--- src/rtl/ovr_i_pkg.sv ---
// Shared types and default constants for the overcurrent shutdown supervisor.
package ovr_i_pkg;

  typedef enum logic [1:0] {
    IDLE,
    BLANK,
    SAMPLE,
    TRIPPED
  } state_t;

  localparam int BLANK_CYC_DEF = 128;
  localparam int ERR_MAX_DEF   = 8;
  localparam int ERR_W_DEF     = 4;

endpackage

--- src/rtl/ovr_i_side_filter.sv ---
// Per-side overcurrent filter: pin synchronizer, per-period error latch,
// leaky error counter and sticky trip flag.
module ovr_i_side_filter #(
  parameter int ERR_MAX = 8,
  parameter int ERR_W   = 4
) (
  input  logic             clk,
  input  logic             rst,
  input  logic             ovr_pin,
  input  logic             sample_en,
  input  logic             period_close,
  input  logic             clr_seen,
  input  logic             clr_all,
  output logic             ovr_sync,
  output logic [ERR_W-1:0] err_cnt,
  output logic             shtdwn,
  output logic             trip
);

  logic             sync_ff1;
  logic             err_seen;
  logic             seen_eff;
  logic [ERR_W-1:0] cnt_nxt;

  always_ff @(posedge clk or posedge rst) begin
    if (rst) begin
      sync_ff1 <= 1'b0;
      ovr_sync <= 1'b0;
    end else begin
      sync_ff1 <= ovr_pin;
      ovr_sync <= sync_ff1;
    end
  end

  // The closing PWM_synch cycle still counts as a sampled clock of the period.
  always_comb begin
    seen_eff = err_seen | (sample_en & ovr_sync);
    cnt_nxt  = err_cnt;
    if (seen_eff) begin
      if (err_cnt != {ERR_W{1'b1}})
        cnt_nxt = err_cnt + 1'b1;
    end else if (err_cnt != '0) begin
      cnt_nxt = err_cnt - 1'b1;
    end
    trip = period_close & (cnt_nxt == ERR_W'(ERR_MAX));
  end

  always_ff @(posedge clk or posedge rst) begin
    if (rst) begin
      err_seen <= 1'b0;
      err_cnt  <= '0;
      shtdwn   <= 1'b0;
    end else begin
      if (clr_all || clr_seen || period_close)
        err_seen <= 1'b0;
      else if (sample_en && ovr_sync)
        err_seen <= 1'b1;

      if (clr_all)
        err_cnt <= '0;
      else if (period_close)
        err_cnt <= cnt_nxt;

      if (clr_all)
        shtdwn <= 1'b0;
      else if (trip)
        shtdwn <= 1'b1;
    end
  end

endmodule

--- src/rtl/ovr_i_shtdwn_ctrl.sv ---
// Overcurrent shutdown supervisor: shared blanking FSM plus two side filters.
// Optional macro OVR_I_CLR_EN enables clearing a trip via clr_shtdwn.
module ovr_i_shtdwn_ctrl
  import ovr_i_pkg::*;
#(
  parameter int BLANK_CYC = BLANK_CYC_DEF,
  parameter int ERR_MAX   = ERR_MAX_DEF,
  parameter int ERR_W     = ERR_W_DEF
) (
  input  logic             clk,
  input  logic             rst,
  input  logic             pwr_up,
  input  logic             PWM_synch,
  input  logic             OVR_I_lft,
  input  logic             OVR_I_rght,
  input  logic             clr_shtdwn,
  output logic             OVR_I_shtdwn,
  output logic             shtdwn_lft,
  output logic             shtdwn_rght,
  output logic [ERR_W-1:0] err_cnt_lft,
  output logic [ERR_W-1:0] err_cnt_rght
);

  localparam int BW = (BLANK_CYC > 1) ? $clog2(BLANK_CYC) : 1;
  localparam logic [BW-1:0] BLANK_LAST = BW'(BLANK_CYC - 1);

  state_t          state, state_nxt;
  logic [BW-1:0]   blank_cnt, blank_nxt;
  logic            sample_en, period_close, clr_seen, clr_all;
  logic            sync_lft, sync_rght, trip_lft, trip_rght;

  assign sample_en    = (state == SAMPLE) & pwr_up;
  assign period_close = sample_en & PWM_synch;
  assign clr_seen     = (state == SAMPLE) & ~pwr_up;

`ifdef OVR_I_CLR_EN
  assign clr_all = (state == TRIPPED) & clr_shtdwn & ~sync_lft & ~sync_rght;
`else
  logic unused_clr;
  assign clr_all    = 1'b0;
  assign unused_clr = ^{clr_shtdwn, sync_lft, sync_rght};
`endif

  always_ff @(posedge clk or posedge rst) begin
    if (rst) begin
      state     <= IDLE;
      blank_cnt <= '0;
    end else begin
      state     <= state_nxt;
      blank_cnt <= blank_nxt;
    end
  end

  // A PWM_synch during blanking restarts the window without touching counters.
  always_comb begin
    state_nxt = state;
    blank_nxt = blank_cnt;
    case (state)
      IDLE: begin
        if (PWM_synch && pwr_up) begin
          state_nxt = BLANK;
          blank_nxt = '0;
        end
      end
      BLANK: begin
        if (!pwr_up)
          state_nxt = IDLE;
        else if (PWM_synch)
          blank_nxt = '0;
        else if (blank_cnt == BLANK_LAST)
          state_nxt = SAMPLE;
        else
          blank_nxt = blank_cnt + 1'b1;
      end
      SAMPLE: begin
        if (!pwr_up) begin
          state_nxt = IDLE;
        end else if (PWM_synch) begin
          blank_nxt = '0;
          state_nxt = (trip_lft || trip_rght) ? TRIPPED : BLANK;
        end
      end
      TRIPPED: begin
        if (clr_all)
          state_nxt = IDLE;
      end
      default: state_nxt = IDLE;
    endcase
  end

  always_ff @(posedge clk or posedge rst) begin
    if (rst)
      OVR_I_shtdwn <= 1'b0;
    else if (clr_all)
      OVR_I_shtdwn <= 1'b0;
    else if (trip_lft || trip_rght)
      OVR_I_shtdwn <= 1'b1;
  end

  ovr_i_side_filter #(.ERR_MAX(ERR_MAX), .ERR_W(ERR_W)) u_lft (
    .clk          (clk),
    .rst          (rst),
    .ovr_pin      (OVR_I_lft),
    .sample_en    (sample_en),
    .period_close (period_close),
    .clr_seen     (clr_seen),
    .clr_all      (clr_all),
    .ovr_sync     (sync_lft),
    .err_cnt      (err_cnt_lft),
    .shtdwn       (shtdwn_lft),
    .trip         (trip_lft)
  );

  ovr_i_side_filter #(.ERR_MAX(ERR_MAX), .ERR_W(ERR_W)) u_rght (
    .clk          (clk),
    .rst          (rst),
    .ovr_pin      (OVR_I_rght),
    .sample_en    (sample_en),
    .period_close (period_close),
    .clr_seen     (clr_seen),
    .clr_all      (clr_all),
    .ovr_sync     (sync_rght),
    .err_cnt      (err_cnt_rght),
    .shtdwn       (shtdwn_rght),
    .trip         (trip_rght)
  );

endmodule
--- config.mk ---
export PLATFORM = sky130hd
export DESIGN_NAME = ovr_i_shtdwn_ctrl
export DESIGN_NICKNAME = d
export VERILOG_FILES = /design/src/rtl/ovr_i_pkg.sv /design/src/rtl/ovr_i_side_filter.sv /design/src/rtl/ovr_i_shtdwn_ctrl.sv
export SDC_FILE = /design/constraint.sdc
export NUM_CORES = 1
export LEC_CHECK = 0
export CORE_ASPECT_RATIO = 0.9
export CORE_UTILIZATION = 42
export DETAILED_ROUTE_END_ITERATION = 10
export PLACE_DENSITY = 0.65
export SLEW_MARGIN = 20
export SYNTH_ARGS = -nofsm -noshare
export SYNTH_HDL_FRONTEND = slang
export SYNTH_HIERARCHICAL = 1
export SYNTH_SLANG_ARGS = --single-unit
--- constraint.sdc ---
create_clock -name clk -period 2.4 [get_ports clk]
set_clock_uncertainty 0.15 [all_clocks]
set_input_delay 0.72 -clock clk [delete_from_list [all_inputs] [get_ports clk]]
set_output_delay 0.72 -clock clk [all_outputs]
set_load 0.01 [all_outputs]
# After elaboration in Yosys (flattened, before gate mapping)
# Index checks and enable logic that the tools add are counted.
dict set report word_totals {
  reg_bits 26
  wordCells 83
  output_inout_bits 11
  input_bits 7
}
dict set report classes {
  mux 25
  reduce_logical 13
  eq_ne 16
  add_sub_neg 5
  bitwise 11
}
# op count
set op_table {}
lappend op_table {{$mux W7} 6}
lappend op_table {{$mux W4} 6}
lappend op_table {{$pmux W7 S3} 1}
lappend op_table {{$mux W2} 7}
lappend op_table {{$ne A3 B3 Y1 const B} 4}
lappend op_table {{$add A4 B1 Y4 const B} 2}
lappend op_table {{$eq A4 B4 Y1 const B} 2}
lappend op_table {{$ne A2 B2 Y1 const B} 4}
lappend op_table {{$ne A4 B4 Y1 const B} 2}
lappend op_table {{$reduce_bool A4 Y1} 2}
lappend op_table {{$sub A4 B1 Y4 const B} 2}
lappend op_table {{$add A7 B1 Y7 const B} 1}
lappend op_table {{$and A1 B1 Y1} 7}
lappend op_table {{$eq A7 B7 Y1 const B} 1}
lappend op_table {{$pmux W2 S3} 1}
lappend op_table {{$reduce_and A6 Y1} 1}
lappend op_table {{$reduce_and A5 Y1} 1}
lappend op_table {{$eq A2 B2 Y1 const B} 2}
lappend op_table {{$mux W1} 4}
lappend op_table {{$reduce_bool A2 Y1} 2}
lappend op_table {{$logic_and A1 B1 Y1} 3}
lappend op_table {{$reduce_bool A3 Y1} 1}
lappend op_table {{$eq A2 B1 Y1 const B} 1}
lappend op_table {{$logic_not A2 Y1} 1}
lappend op_table {{other kinds (3)} 6}

# Depth between registers and ports, before layout
dict set report depth {
  depth_word 12
  depth_mapped 10
  mapped_depth_nobuf 10
}

# Hierarchy
# Netlist, hierarchy kept.
# mod n_inst cells_per_inst seq_area_each_um2 area_per_inst_um2
set modules_own_cells {}
lappend modules_own_cells {ovr_i_side_filter 2 53 200.2 510.5}
lappend modules_own_cells {ovr_i_shtdwn_ctrl 1 73 250.2 671.9}

# Worst setup path after synthesis
# No wires, ideal clock.
dict set report synth_path {
  kind {input to register}
  start {input pwr_up}
  end {register state[1]}
  cell_stages 9
  n_path_buf 1
  setup_slack_ns -0.420
  t_required_ns 2.123
  setup_time_ns 0.127
  arrival_time_ns 2.543
  path_cell_list {clkbuf_1 and2_1 a21oi_2 and3_2 o41ai_1 a211oi_2 o21a_1 o211ai_1 mux2i_1}
}
dict set report synth_between {
  elab_chain_len 11
  word_cells_on_any_way 24
}
# item line
set synth_rtl {}
lappend synth_rtl {{from (decl)} ovr_i_shtdwn_ctrl.sv:12} ;# input logic pwr_up,
lappend synth_rtl {{$and A1 B1 Y1 *} ovr_i_shtdwn_ctrl.sv:32} ;# assign sample_en = (state == SAMPLE) & pwr_up;
lappend synth_rtl {{net sample_en} ovr_i_shtdwn_ctrl.sv:29} ;# logic sample_en, period_close, clr_seen, clr_all;
lappend synth_rtl {{$and A1 B1 Y1} ovr_i_side_filter.sv:37} ;# seen_eff = err_seen | (sample_en & ovr_sync);
lappend synth_rtl {{$or A1 B1 Y1} ovr_i_side_filter.sv:37}
lappend synth_rtl {{$mux W4} ovr_i_side_filter.sv:39} ;# if (seen_eff) begin
lappend synth_rtl {{$eq A4 B4 Y1} ovr_i_side_filter.sv:45} ;# trip = period_close & (cnt_nxt == ERR_W'(ERR_MAX));
lappend synth_rtl {{$and A1 B1 Y1 *} ovr_i_side_filter.sv:45}
lappend synth_rtl {{net trip_rght} ovr_i_shtdwn_ctrl.sv:30} ;# logic sync_lft, sync_rght, trip_lft, trip_rght;
lappend synth_rtl {{$logic_or A1 B1 Y1 *} ovr_i_shtdwn_ctrl.sv:80} ;# state_nxt = (trip_lft || trip_rght) ? TRIPPED : BLANK;
lappend synth_rtl {{$mux W2 *} ovr_i_shtdwn_ctrl.sv:80}
lappend synth_rtl {{$mux W2 *} ovr_i_shtdwn_ctrl.sv:78} ;# end else if (PWM_synch) begin
lappend synth_rtl {{$mux W2 *} ovr_i_shtdwn_ctrl.sv:76} ;# if (!pwr_up) begin
lappend synth_rtl {{$pmux W2 S3 *} ovr_i_shtdwn_ctrl.sv:58} ;# case (state)
lappend synth_rtl {{to (signal assigned)} ovr_i_shtdwn_ctrl.sv:49} ;# state <= state_nxt;
lappend synth_rtl {{to (decl)} ovr_i_shtdwn_ctrl.sv:27} ;# state_t state, state_nxt;
# Mark *: on every way through the listed nets, which the timed path passes. The rest lies on a longest branch. The select of a mux whose other input is x is not followed.
# A chain may end at the register's enable or synchronous reset.

# Final worst setup path
dict set report layout_path {
  start {register u_lft.err_cnt[1]}
  end {register state[1]}
}
dict set report layout_between {
  elab_chain_len 10
  word_cells_on_any_way 14
}
# item line
set layout_rtl {}
lappend layout_rtl {{from (decl)} ovr_i_side_filter.sv:15} ;# output logic [ERR_W-1:0] err_cnt,
lappend layout_rtl {{from (signal assigned)} ovr_i_side_filter.sv:62} ;# err_cnt <= cnt_nxt;
lappend layout_rtl {{$sub A4 B1 Y4, or another cell as far along} ovr_i_side_filter.sv:43} ;# cnt_nxt = err_cnt - 1'b1;
lappend layout_rtl {{$mux W4, on equally long branches} {ovr_i_side_filter.sv:42, ovr_i_side_filter.sv:40}}
lappend layout_rtl {{$mux W4 *} ovr_i_side_filter.sv:39}
lappend layout_rtl {{$eq A4 B4 Y1 *} ovr_i_side_filter.sv:45}
lappend layout_rtl {{$and A1 B1 Y1 *} ovr_i_side_filter.sv:45}
lappend layout_rtl {{net trip_lft} ovr_i_shtdwn_ctrl.sv:30}
lappend layout_rtl {{$logic_or A1 B1 Y1 *} ovr_i_shtdwn_ctrl.sv:80}
lappend layout_rtl {{$mux W2 *} ovr_i_shtdwn_ctrl.sv:80}
lappend layout_rtl {{$mux W2 *} ovr_i_shtdwn_ctrl.sv:78}
lappend layout_rtl {{$mux W2 *} ovr_i_shtdwn_ctrl.sv:76}
lappend layout_rtl {{$pmux W2 S3 *} ovr_i_shtdwn_ctrl.sv:58}
# Marks and branches as above.

==> flow_summary.yaml <==
clock_network:
  cts-root-buf: "clkbuf_8"
  cts_made_buffers: 3
  htree_levels: 1
  hold_buffers: 0
  clock-sinks: 26
  path_clk_slew_ns: 0.09
  cts_tree: "built"
  clk_path_buf_depth: 2
  clk_latency_ns: 0.27
routing:
  drt-pass1-iter-count: 4
  drt-vias-per-instance: 5.62
  first_iter_violations: 55
  drtAntennaViolNets: 0
  route.detailed.drc: 0
  routed_wl_mm: 3.96
  vias: 1602
  wl_per_cell_microns: 13.9
timing:
  hold_violations: 0
  fin_ws_ns: -0.0160
  maxSlewViolCount: 0
  setup_violations: 2
  rsz0062_at_grt: "yes"
  period_share: 1.01
  max_freq_mhz: 414
  min_period_ns: 2.42
worst_setup_path:
  critPathCaptureType: "flop"
  cp-start-kind: "flop"
  arrival_ns: 2.47
  cp.required_ns: 2.45
  crit_type: "flop to flop"
  crit_fanout: 7
floorplan:
  io_pins: 18
  core_sq_mm: 0.00378
  fp.dieH_microns: 62.2
  die_w_microns: 68.9
  start_util: 0.447
  die_area_sq_mm: 0.00429
  row_count: 21
global_route:
  grtUsageMet3: 0.0515
  grt_pass1_vias: 1535
  gr-total-overflow: 0
  grt_pass1_wl_mm: 6.79
  met1_usage: 0.283
  antenna_found_initial: 0
  grt_max_degree: 16
  gr-usage-all-layers: 0.204
  grt-busiest-layer: "met2"
  use_met2: 0.309
final_layout:
  drive_gt1_frac: 0.310
  layout_commonest_cell: "buf_4"
  area_delta_synth_final_pct: 41.2
  diodes: 0
  nets: 256
  fin_util: 0.632
  mostFrequentLayoutCells: "buf_4 (36), dfrtp_1 (24), inv_1 (18), clkdlybuf4s50_1 (15), nor2_1 (12)"
synth:
  ys_seq_elements: 26
  netlist_instances: 179
  synth_area_leaders: "dfrtp_1 (38%), ha_1 (6.7%), inv_1 (4.2%), mux2i_1 (4.1%), a2bb2oi_1 (3.1%)"
  yosysTopAreaCell: "dfrtp_1"
  yosys_warnings: 6
  yosys_most_used_dff: "dfrtp_1"
  ys_async_sr_fraction: 1.00
  yosysSeqAreaShare: 0.384
  ys_types: 47
  synth_edf_count: 0
  syn_avg_cell_area_sq_um: 9.46
  netlist_area_sq_mm: 0.00169
  yosysTopAreaCellShare: 0.384
power_and_ir_drop:
  cellPowerDensity_mw_per_mm2: 579
  p_int_uw: 963
  pwr-share-clk: 0.264
  irDropWorstVdd_uv: 375
  switchingPower_uw: 421
  p_total_mw: 1.38
  combPwrFrac: 0.367
  swShare: 0.304
  p_seq_frac: 0.369
  leakagePower_nw: 1.06
status:
  status: "complete, but fails checks"
  violations: "negative setup slack"
placement:
  gp_congestion: 0.857
  dpl_worst_slack_ns: -0.625
  place_hpwl_mm: 2.99
  io_buffer_count: 16
flow_run:
  maxCapViolCount: 0
worst_hold_path:
  min_path_type: "flop to flop"
area by class of cell:
type / instances / area [sq um]
Clock inverter: 1 / 30.0
Multi-Input combinational cell: 136 / 1090
Sequential cell: 26 / 653
Fill cell: 329 / 1390
Timing Repair Buffer: 54 / 448
Tap cell: 46 / 57.6
Clock buffer: 3 / 41.3
Inverter: 19 / 71.3
final timing paths:
| path | from | end | slack, ns | depth (start not counted) |
|---|---|---|---|---|
| hold / removal | u_lft/sync_ff1$_DFF_PP0_ | u_lft/ovr_sync$_DFF_PP0_ | 0.21 | 0 |
| setup / recovery | u_lft/err_cnt[1]$_DFFE_PP0P_ | state[1]$_DFFE_PP0P_ | -0.02 | 9 |
| max in group asynchronous | rst | blank_cnt[5]$_DFFE_PP0P_ | 1.14 | 2 |
| setup reg to reg | u_lft/err_cnt[1]$_DFFE_PP0P_ | state[1]$_DFFE_PP0P_ | -0.02 | 9 |
| hold reg to reg | u_lft/sync_ff1$_DFF_PP0_ | u_lft/ovr_sync$_DFF_PP0_ | 0.21 | 0 |
| min in group asynchronous | rst | u_lft/err_seen$_DFFE_PP0P_ | 0.59 | 2 |
cell usage after synthesis, types with 2 or more instances:
cell       instances
o211a_1            2
o211ai_1           3
nor2b_1            2
dfrtp_1           26
inv_1             19
a2bb2oi_1          6
nand2b_1           2
a21oi_1            2
a21oi_2            2
o221ai_1           2
xnor2_1            2
buf_6              2
a21o_1             2
a31oi_1            3
o21ai_0            5
nor2_1            12
nor2_2             2
o21a_1             3
a211oi_2           2
o41ai_1            4
nor3_1             8
ha_1               9
nor3b_1            2
or4_1              2
or3_1              4
nand3_1            5
mux2_2             2
nand2_1            7
mux2i_1            7
nor4_1             5
clkbuf_1           3
a211oi_1           4
and3_2             4
sequential cells by signal (all words and copies together), names as in the netlist:
name and cells:
OVR_I_shtdwn 1, blank_cnt 7, state 2, u_lft/err_cnt 4, u_lft/err_seen 1, u_lft/ovr_sync 1, u_lft/shtdwn 1, u_lft/sync_ff1 1
u_rght/err_cnt 4, u_rght/err_seen 1, u_rght/ovr_sync 1, u_rght/shtdwn 1, u_rght/sync_ff1 1
repair_timing:
| action | in CTS | in global routing |
|---|---|---|
| endpoints found under the setup margin | 4 | 2 |
| pin swaps | 9 | 8 |
| buffers inserted | 3 | 4 |
| hold endpoints to repair | 0 | 0 |
| gates resized for setup | 9 | 10 |
kinds of logic (layout without fill, tap and decap cells):
kind of cell	Yosys count	count (layout)	synth area share
compound gates	46	46	0.213
xor+xnor	2	2	0.0103
fa+ha+maj	9	9	0.0665
buf+inv	24	77	0.0621
flops	26	26	0.384
mux	9	9	0.0547
other cells	1	8	0.00222
simple gates	62	62	0.207
power by group through the flow:
stage	Combinational (mW)	Sequential (mW)	Clock, mW
after detailed placement	0.454	0.515	0
final	0.508	0.510	0.366
after CTS	0.466	0.509	0.375
after global placement	0.439	0.512	0
after floorplan	0.284	0.509	0
after global routing	0.559	0.515	0.393
per-stage QoR:
stage,TNS [ns],hold WS [ns],area (sq um),cells
after floorplan,-0.0849,0.181,1790,186
after global placement,-3.11,0.185,2210,274
after detailed placement,-3.82,0.190,2210,274
after CTS,-0.00366,0.212,2310,281
after global routing,-0.209,0.229,2390,285
final,-0.0172,0.210,2390,285
metal layers:
layer / routed length, microns / vias to the layer above
li1: - / 784
met1: 1840 / 777
met2: 1910 / 35
met3: 158 / 6
met4: 45 / 0
met5: 0 / -
worst max-delay path, cell delays in order (launching register included):
cell and delay, ns:
dfrtp_2 0.43, inv_1 0.06, ha_1 0.23, or4_1 0.52, mux2i_2 0.20, a2bb2oi_2 0.10, a211oi_2 0.26, o21a_1 0.17
o211ai_1 0.08, mux2i_1 0.14
Note: power is estimated with default switching activity, not from simulation.
